**src/rtl/parking_request_gen_pkg.sv**
```systemverilog
// Shared types and constants for the parking-lot request front end.
package parking_pkg;

    localparam int unsigned NUM_SLOTS  = 4;
    localparam int unsigned SLOT_IDX_W = 2;

    // Bit positions inside the pending vector {exit[3:0], enter}
    localparam int unsigned ENTER_IDX  = 0;
    localparam int unsigned EXIT_BASE  = 1;

    typedef enum logic [1:0] {
        IDLE     = 2'd0,
        ISSUE    = 2'd1,
        COOLDOWN = 2'd2
    } arb_state_t;

endpackage

```
**src/rtl/parking_request_gen_if.sv**
```systemverilog
// Request/status bundle between the front end (master) and the parking-lot controller (slave).
interface parking_request_gen_if;
    import parking_pkg::*;

    logic                    enter;
    logic                    exit;
    logic [SLOT_IDX_W-1:0]   exitLocation;
    logic [NUM_SLOTS-1:0]    occupancy;
    logic                    is_full;
    logic [NUM_SLOTS:0]      pending;
    logic                    dropped;

    modport master (
        output enter, exit, exitLocation, pending, dropped,
        input  occupancy, is_full
    );

    modport slave (
        input  enter, exit, exitLocation, pending, dropped,
        output occupancy, is_full
    );

endinterface

```
**src/rtl/parking_request_gen_button_debouncer.sv**
```systemverilog
// One button: 2-flop synchroniser, stability counter and rising-edge pulse of the debounced level.
module button_debouncer #(
    parameter int unsigned DEBOUNCE_CYCLES = 4
) (
    input  logic clk,
    input  logic reset,
    input  logic btn,
    output logic rise
);

    localparam int unsigned     CW      = $clog2(DEBOUNCE_CYCLES);
    localparam logic [CW-1:0]   CNT_MAX = CW'(DEBOUNCE_CYCLES - 1);

    logic [1:0]    sync;
    logic [CW-1:0] cnt;
    logic          lvl;
    logic          lvl_q;

    always_ff @(posedge clk) begin
        if (!reset) begin
            sync  <= '0;
            cnt   <= '0;
            lvl   <= 1'b0;
            lvl_q <= 1'b0;
        end else begin
            sync  <= {sync[0], btn};
            lvl_q <= lvl;
            if (sync[1] == lvl) begin
                cnt <= '0;
            end else if (cnt == CNT_MAX) begin
                lvl <= sync[1];
                cnt <= '0;
            end else begin
                cnt <= cnt + 1'b1;
            end
        end
    end

    assign rise = lvl & ~lvl_q;

endmodule

```
**src/rtl/parking_request_gen.sv**
```systemverilog
// Button front end for the parking controller: debounced presses become pending requests, issued one at a time.
// Optional build macro PARKING_EXIT_FILTER_EN discards exits aimed at unoccupied slots.
module parking_request_gen
    import parking_pkg::*;
#(
    parameter int unsigned DEBOUNCE_CYCLES = 4,
    parameter int unsigned COOLDOWN_CYCLES = 2
) (
    input  logic                   clk,
    input  logic                   reset,
    input  logic                   btn_enter,
    input  logic [NUM_SLOTS-1:0]   btn_exit,
    parking_request_gen_if.master  req
);

    localparam int unsigned     CDW    = $clog2(COOLDOWN_CYCLES + 1);
    localparam logic [CDW-1:0]  CD_MAX = CDW'(COOLDOWN_CYCLES - 1);

    logic [NUM_SLOTS:0]      set_vec;
    logic [NUM_SLOTS:0]      pending_q;
    logic [NUM_SLOTS-1:0]    exit_pend;
    logic [NUM_SLOTS-1:0]    clr_exit;
    logic                    clr_enter;

    arb_state_t              state, state_d;
    logic [CDW-1:0]          cd_cnt, cd_d;
    logic                    sel_exit_q, sel_exit_d;
    logic [SLOT_IDX_W-1:0]   sel_slot_q, sel_slot_d;
    logic [SLOT_IDX_W-1:0]   rr_ptr, rr_d;
    logic [SLOT_IDX_W-1:0]   probe, cand;
    logic                    found, pick;
    logic                    enter_o, exit_o, dropped_o;
    logic [SLOT_IDX_W-1:0]   loc_o;

    button_debouncer #(.DEBOUNCE_CYCLES(DEBOUNCE_CYCLES)) u_db_enter (
        .clk   (clk),
        .reset (reset),
        .btn   (btn_enter),
        .rise  (set_vec[ENTER_IDX])
    );

    for (genvar i = 0; i < NUM_SLOTS; i++) begin : g_exit_db
        button_debouncer #(.DEBOUNCE_CYCLES(DEBOUNCE_CYCLES)) u_db_exit (
            .clk   (clk),
            .reset (reset),
            .btn   (btn_exit[i]),
            .rise  (set_vec[EXIT_BASE + i])
        );
    end

    assign exit_pend = pending_q[EXIT_BASE +: NUM_SLOTS];

    always_comb begin
        state_d    = state;
        cd_d       = cd_cnt;
        sel_exit_d = sel_exit_q;
        sel_slot_d = sel_slot_q;
        rr_d       = rr_ptr;
        clr_exit   = '0;
        clr_enter  = 1'b0;
        enter_o    = 1'b0;
        exit_o     = 1'b0;
        loc_o      = '0;
        dropped_o  = 1'b0;
        pick       = 1'b0;
        found      = 1'b0;
        cand       = '0;
        probe      = '0;

        case (state)
            IDLE: pick = 1'b1;
            ISSUE: begin
                if (sel_exit_q) begin
                    exit_o             = 1'b1;
                    loc_o              = sel_slot_q;
                    clr_exit[sel_slot_q] = 1'b1;
                    rr_d               = sel_slot_q + 1'b1;
                end else begin
                    enter_o   = 1'b1;
                    clr_enter = 1'b1;
                end
                state_d = COOLDOWN;
                cd_d    = '0;
            end
            COOLDOWN: begin
                if (cd_cnt == CD_MAX) begin
                    state_d = IDLE;
                    pick    = 1'b1;
                end else begin
                    cd_d = cd_cnt + 1'b1;
                end
            end
            default: state_d = IDLE;
        endcase

        for (int unsigned k = 0; k < NUM_SLOTS; k++) begin
            probe = rr_ptr + SLOT_IDX_W'(k);
            if (!found && exit_pend[probe]) begin
                found = 1'b1;
                cand  = probe;
            end
        end

        // The last cooldown cycle doubles as the IDLE decision so back-to-back
        // requests are spaced COOLDOWN_CYCLES+1 apart; discards only happen in IDLE
        // so that cooldown cycles keep every output low.
        if (pick) begin
            if (found) begin
`ifdef PARKING_EXIT_FILTER_EN
                if (!req.occupancy[cand]) begin
                    if (state == IDLE) begin
                        clr_exit[cand] = 1'b1;
                        dropped_o      = 1'b1;
                    end
                    state_d = IDLE;
                end else
`endif
                begin
                    sel_exit_d = 1'b1;
                    sel_slot_d = cand;
                    state_d    = ISSUE;
                end
            end else if (pending_q[ENTER_IDX]) begin
                if (req.is_full) begin
                    if (state == IDLE) begin
                        clr_enter = 1'b1;
                        dropped_o = 1'b1;
                    end
                    state_d = IDLE;
                end else begin
                    sel_exit_d = 1'b0;
                    sel_slot_d = '0;
                    state_d    = ISSUE;
                end
            end
        end
    end

    always_ff @(posedge clk) begin
        if (!reset) begin
            state      <= IDLE;
            cd_cnt     <= '0;
            sel_exit_q <= 1'b0;
            sel_slot_q <= '0;
            rr_ptr     <= '0;
            pending_q  <= '0;
        end else begin
            state      <= state_d;
            cd_cnt     <= cd_d;
            sel_exit_q <= sel_exit_d;
            sel_slot_q <= sel_slot_d;
            rr_ptr     <= rr_d;
            // A new press landing on the bit being served keeps it pending
            pending_q  <= (pending_q & ~{clr_exit, clr_enter}) | set_vec;
        end
    end

    assign req.enter        = enter_o;
    assign req.exit         = exit_o;
    assign req.exitLocation = loc_o;
    assign req.pending      = pending_q;
    assign req.dropped      = dropped_o;

endmodule

```
**src/flat_wrapper.sv**
```systemverilog
// flat-port wrapper written by rule: the top's interface ports become plain ports
module parking_request_gen_flat import parking_pkg::*;
#(
    parameter int unsigned DEBOUNCE_CYCLES = 4,
    parameter int unsigned COOLDOWN_CYCLES = 2
)
  (clk, reset, btn_enter, btn_exit, req_enter, req_exit, req_exitLocation, req_pending, req_dropped, req_occupancy, req_is_full);
  parking_request_gen_if req_i ();
  input  logic clk;
  input  logic reset;
  input  logic btn_enter;
  input  logic [NUM_SLOTS-1:0] btn_exit;
  output wire logic [$bits(req_i.enter)-1:0] req_enter;
  output wire logic [$bits(req_i.exit)-1:0] req_exit;
  output wire logic [$bits(req_i.exitLocation)-1:0] req_exitLocation;
  output wire logic [$bits(req_i.pending)-1:0] req_pending;
  output wire logic [$bits(req_i.dropped)-1:0] req_dropped;
  input wire logic [$bits(req_i.occupancy)-1:0] req_occupancy;
  input wire logic [$bits(req_i.is_full)-1:0] req_is_full;
  assign req_enter = req_i.enter;
  assign req_exit = req_i.exit;
  assign req_exitLocation = req_i.exitLocation;
  assign req_pending = req_i.pending;
  assign req_dropped = req_i.dropped;
  assign req_i.occupancy = req_occupancy;
  assign req_i.is_full = req_is_full;
  parking_request_gen #(.DEBOUNCE_CYCLES(DEBOUNCE_CYCLES), .COOLDOWN_CYCLES(COOLDOWN_CYCLES)) u_core (.clk(clk), .reset(reset), .btn_enter(btn_enter), .btn_exit(btn_exit), .req(req_i));
endmodule
```
**config.mk**
```make
export PLATFORM = sky130hd
export DESIGN_NAME = parking_request_gen_flat
export DESIGN_NICKNAME = d
export VERILOG_FILES = /design/src/rtl/parking_request_gen_pkg.sv /design/src/rtl/parking_request_gen_if.sv /design/src/rtl/parking_request_gen_button_debouncer.sv /design/src/rtl/parking_request_gen.sv /design/src/flat_wrapper.sv
export SDC_FILE = /design/constraint.sdc
export NUM_CORES = 1
export LEC_CHECK = 0
export BUFFER_PORTS_ARGS = -buffer_cell sky130_fd_sc_hd__buf_2
export CORE_MARGIN = 2
export CORE_UTILIZATION = 45
export DETAILED_ROUTE_END_ITERATION = 16
export GPL_TIMING_DRIVEN = 0
export PLACE_DENSITY = 0.63
export SLEW_MARGIN = 10
export SYNTH_ARGS = -nofsm -noshare
export SYNTH_HDL_FRONTEND = slang
export SYNTH_SLANG_ARGS = --single-unit
```
**constraint.sdc**
```tcl
create_clock -name clk -period 2.9 [get_ports clk]
set_input_delay 0.29 -clock clk [delete_from_list [all_inputs] [get_ports clk]]
set_output_delay 0.29 -clock clk [all_outputs]
set_load 0.02 [all_outputs]
```
==> summary by stage <==
Critical path
The worst flop-to-flop path endpoint is u_core.state[0]$_SDFF_PN0_. The worst setup path startpoint is u_core.req.pending[1]$_SDFF_PN0_. The critical path is of the reg2out type. The startpoint of the lowest-slack register-to-register path is u_core.cd_cnt[0]$_SDFFE_PN0P_. STA classifies the critical path endpoint as an output pin. Following the worst setup path forward leads to its endpoint at req_dropped. The worst endpoint data arrival time is 1.41 ns. The critical path startpoint category is a flop. The slack of the worst reg-to-reg path is 1.56 ns. The depth of the worst register-to-register path is 5. STA puts the critical path data required time at 2.61 ns. The peak fanout along the critical path is 6.

Placement
At the end of routability-driven placement, the weighted congestion stood at 0.736. After detailed placement, the design holds a cell count of 235. Input and output buffers added on the ports amount to 16. After legalization and detailed placement, the total HPWL measured 2190 um.

Finish
The post-route non-filler standard cell count is 243. The sequential standard cell area is 881 um^2. At the end of the flow, the number of nets in the layout was 214.

In the final layout, the multi-input gates occupy 858 um^2. Counting the fill cells in the layout gives 370. The area growth from synthesis to layout is 14.9%.

The ratio of cells with drive above 1 in the final layout is 17.1%. The number of antenna diodes in the final layout is 0.

Power and ir drop
The internal power summed over all cells is 930 uW. The total chip power is 1150 uW. Net switching is 19.4% of the power. Dividing total power by cell area gives a power density of 555 mW/mm^2. The clock power share is 44.2%. The switching component of the power is 224 uW. The leakage power total is 0.000901 uW. The largest voltage drop on the vdd net is 354 uV.

In this run, the combinational gates consume 2.4% of the power. Per report_power, the sequential group accounts for 53.4% of the total.

Synth
After Yosys synthesis, and, or, nand and nor cells account for 24.4% of the synthesized area. The synthesized-area fraction occupied by ao, oa, aoi and oai cells is 9.83%. The number of library cell types mapped by synthesis is 34. The area share of fa/ha/maj cells after synthesis is 6.92%. Multiplexer cells account for 3.88% of the synthesized area. The xor-xnor portion of the synthesized cell area is 2.42%. The post-synthesis cell count is 169. The summed instance area of the synthesized netlist is 0.00181 mm^2.

The dominant combinational cell family by area after synthesis is simple AND/OR/NAND/NOR gates. A synthesized cell averages 10.7 um^2. The share of the Yosys chip area taken by registers is 48.7%.

Counting flops with a built-in enable in the synthesized netlist gives 0. The synthesized design contains 44 register bits. The share of async-settable or async-resettable flops after synthesis is 0%. Yosys printed 0 warnings. The most used flip-flop cell after synthesis is dfxtp_1. The total nets after synthesis is 191.

Hold path
The launch point of the worst hold path is btn_exit[3]. In this run the worst hold path is classified as in2reg.

Global routing
The total routing usage reported by global routing is 16.3%. The initial antenna violation count was 0. The wire length of the first global-routing pass is 5320 um.

The pin count of the biggest net entering global routing is 14. The aggregate global routing overflow is 0. The number of global-route vias before repair is 1197.

Drt
The residual antenna-violating net count after detailed routing is 0. The via count is 1236. After detailed routing, the average wire length per cell comes to 12.9 um. Dividing the detail-routed via count by the number of cells gives 5.09. The routed wire length is 3130 um. The iteration count of the initial detailed-routing pass is 4. The iteration-0 DRC count of the detailed router is 66.

The count of unresolved DRC violations after routing is 0.

Timing
The final clock period utilization by the worst path is 58.5%. The total count of max-transition violations in the final report is 0. In this run the tightest slew margin relative to its limit is 68.7%. The worst path needs 1.70 ns of the cycle, external delays included. Setup repair after global routing left no endpoint under its margin. Summed over all failing endpoints, the final setup total negative slack is 0 ns. Setup violations remaining at the end of the flow were counted as 0.

The total count of hold-check failures in the final report came to 0. On the final layout, the worst clock skew is 0.00525 ns. At the pin with the least slew margin, the transition time is 0.470 ns.

Static timing analysis puts the maximum clock frequency at 0.590 GHz.

Clock tree
The post-CTS setup repair buffer count is 0. The worst-skew pair later-pin latency is 0.29 ns. Clock tree synthesis inserted a total of 5 buffers. The number of clock sinks is 44. Clock tree synthesis selected as its root buffer the cell clkbuf_8. The H-tree was split into 2 levels.

TritonCTS built the clock tree. Clock-pin slew was measured on the worst setup and hold paths at 0.08 ns. The longest clock path from root to sink contains 2 buffers. In this run, post-CTS repair resized a total of 0 instances. After clock tree synthesis, the flow added hold-fix buffers numbering 0.

Floorplan
The full die area is 0.00454 mm^2. The die span in x is 67.4 um. The die is 67.4 um tall. The number of placement rows is 23. The total I/O pin count is 22. The floorplan core area is 0.00394 mm^2. The initial utilization of the core area, before any placement, comes to 45.9%.

Run status
The run finished with clean final reports.

Run
The tool flagged a number of max-cap violations equal to 0.
## Yosys cell counts (all sizes together), types with 5 or more instances
cell type | instances | area share (%)
dfxtp | 44 | 49
and2 | 24 | 8.7
nor2b | 15 | 5.2
ha | 10 | 6.9
inv | 8 | 1.7
mux2i | 7 | 3.9
a21oi | 6 | 1.7
nor4bb | 6 | 3.3
and4b | 5 | 2.8
clkbuf | 5 | 1.1
nand2 | 5 | 1.0
o21ai | 5 | 1.4
xor2 | 5 | 2.4
## metrics by stage
stage	util (%)	area [um^2]	hold slack, ns	setup WS, ns
6_report	52.7	2080	0.197	1.20
4_1_cts	52.7	2080	0.190	1.21
2_1_floorplan	-	1810	0.405	1.62
5_1_grt	52.7	2080	0.184	1.12
3_3_place_gp	49.5	1950	0.412	1.56
3_5_place_dp	49.5	1950	0.423	1.54
## placed cells by master, fill, tap and decap left out, types with 6 or more instances in the layout
cell      count
and2_1       21
a21oi_1       6
ha_1         10
nor4bb_1      6
nor2b_1      15
dfxtp_1      44
inv_1         8
mux2i_1       7
buf_2        16
clkbuf_8      7
## power by group through the flow
stage | clock network, uW | registers (uW) | logic, uW
floorplan | 0 | 629 | 17.4
global placement | 0 | 630 | 27.4
detailed placement | 0 | 630 | 28.2
CTS | 519 | 616 | 28.3
global route | 549 | 617 | 30.7
finish | 510 | 616 | 27.6
## flip-flops by register name, indices dropped and copies added, names as in the netlist
signal,count
u_core.cd_cnt,2
u_core.g_exit_db.u_db_exit.cnt,8
u_core.g_exit_db.u_db_exit.lvl,4
u_core.g_exit_db.u_db_exit.lvl_q,4
u_core.g_exit_db.u_db_exit.sync,8
u_core.req.pending,5
u_core.rr_ptr,2
u_core.sel_exit_q,1
u_core.sel_slot_q,2
u_core.state,2
u_core.u_db_enter.cnt,2
u_core.u_db_enter.lvl,1
u_core.u_db_enter.lvl_q,1
u_core.u_db_enter.sync,2
## worst max-delay path, stage by stage (launching register included)
cell and delay (ns):
dfxtp_1 0.40, nor4_4 0.35, and2_4 0.20, buf_2 0.15
## final cells by class
cell class | count | share of cell area [%]
Clock buffer | 7 | 4.64
Sequential cell | 44 | 42.4
Tap cell | 50 | 3.01
Timing Repair Buffer | 16 | 3.86
Clock inverter | 1 | 1.45
Inverter | 8 | 1.45
Buffer | 7 | 1.87
Multi-Input combinational cell | 110 | 41.3
## per-layer routing
layer  GRT usage [%]  vias to the layer above  part of all wire, %
met5               0                        -                    0
met3            6.00                        5                  4.7
met4            6.89                        0                  1.8
met2            26.4                       26                   45
met1            19.5                      581                   48
li1                -                      624                    -
## worst min-delay path by stage
stage / endpoint / slack (ns) / depth (start not counted)
floorplan: u_core.g_exit_db[1].u_db_exit.cnt[0]$_SDFF_PP0_ / 0.41 / 1
global placement: u_core.g_exit_db[3].u_db_exit.cnt[0]$_SDFF_PP0_ / 0.41 / 1
detailed placement: u_core.u_db_enter.cnt[0]$_SDFF_PP0_ / 0.42 / 1
CTS: u_core.g_exit_db[3].u_db_exit.sync[0]$_SDFF_PN0_ / 0.19 / 2
global route: u_core.g_exit_db[2].u_db_exit.sync[0]$_SDFF_PN0_ / 0.18 / 2
finish: u_core.g_exit_db[3].u_db_exit.sync[0]$_SDFF_PN0_ / 0.20 / 2
## cell families after synthesis
| family | count (synthesis) |
|---|---|
| AND/OR/NAND/NOR | 63 |
| flip-flops | 44 |
| AO/OA/AOI/OAI | 25 |
| buffers and inverters | 15 |
| adder cells (fa/ha/maj) | 10 |
| multiplexers | 7 |
| XOR/XNOR | 5 |
No activity file was read; power rests on OpenSTA's default activity.
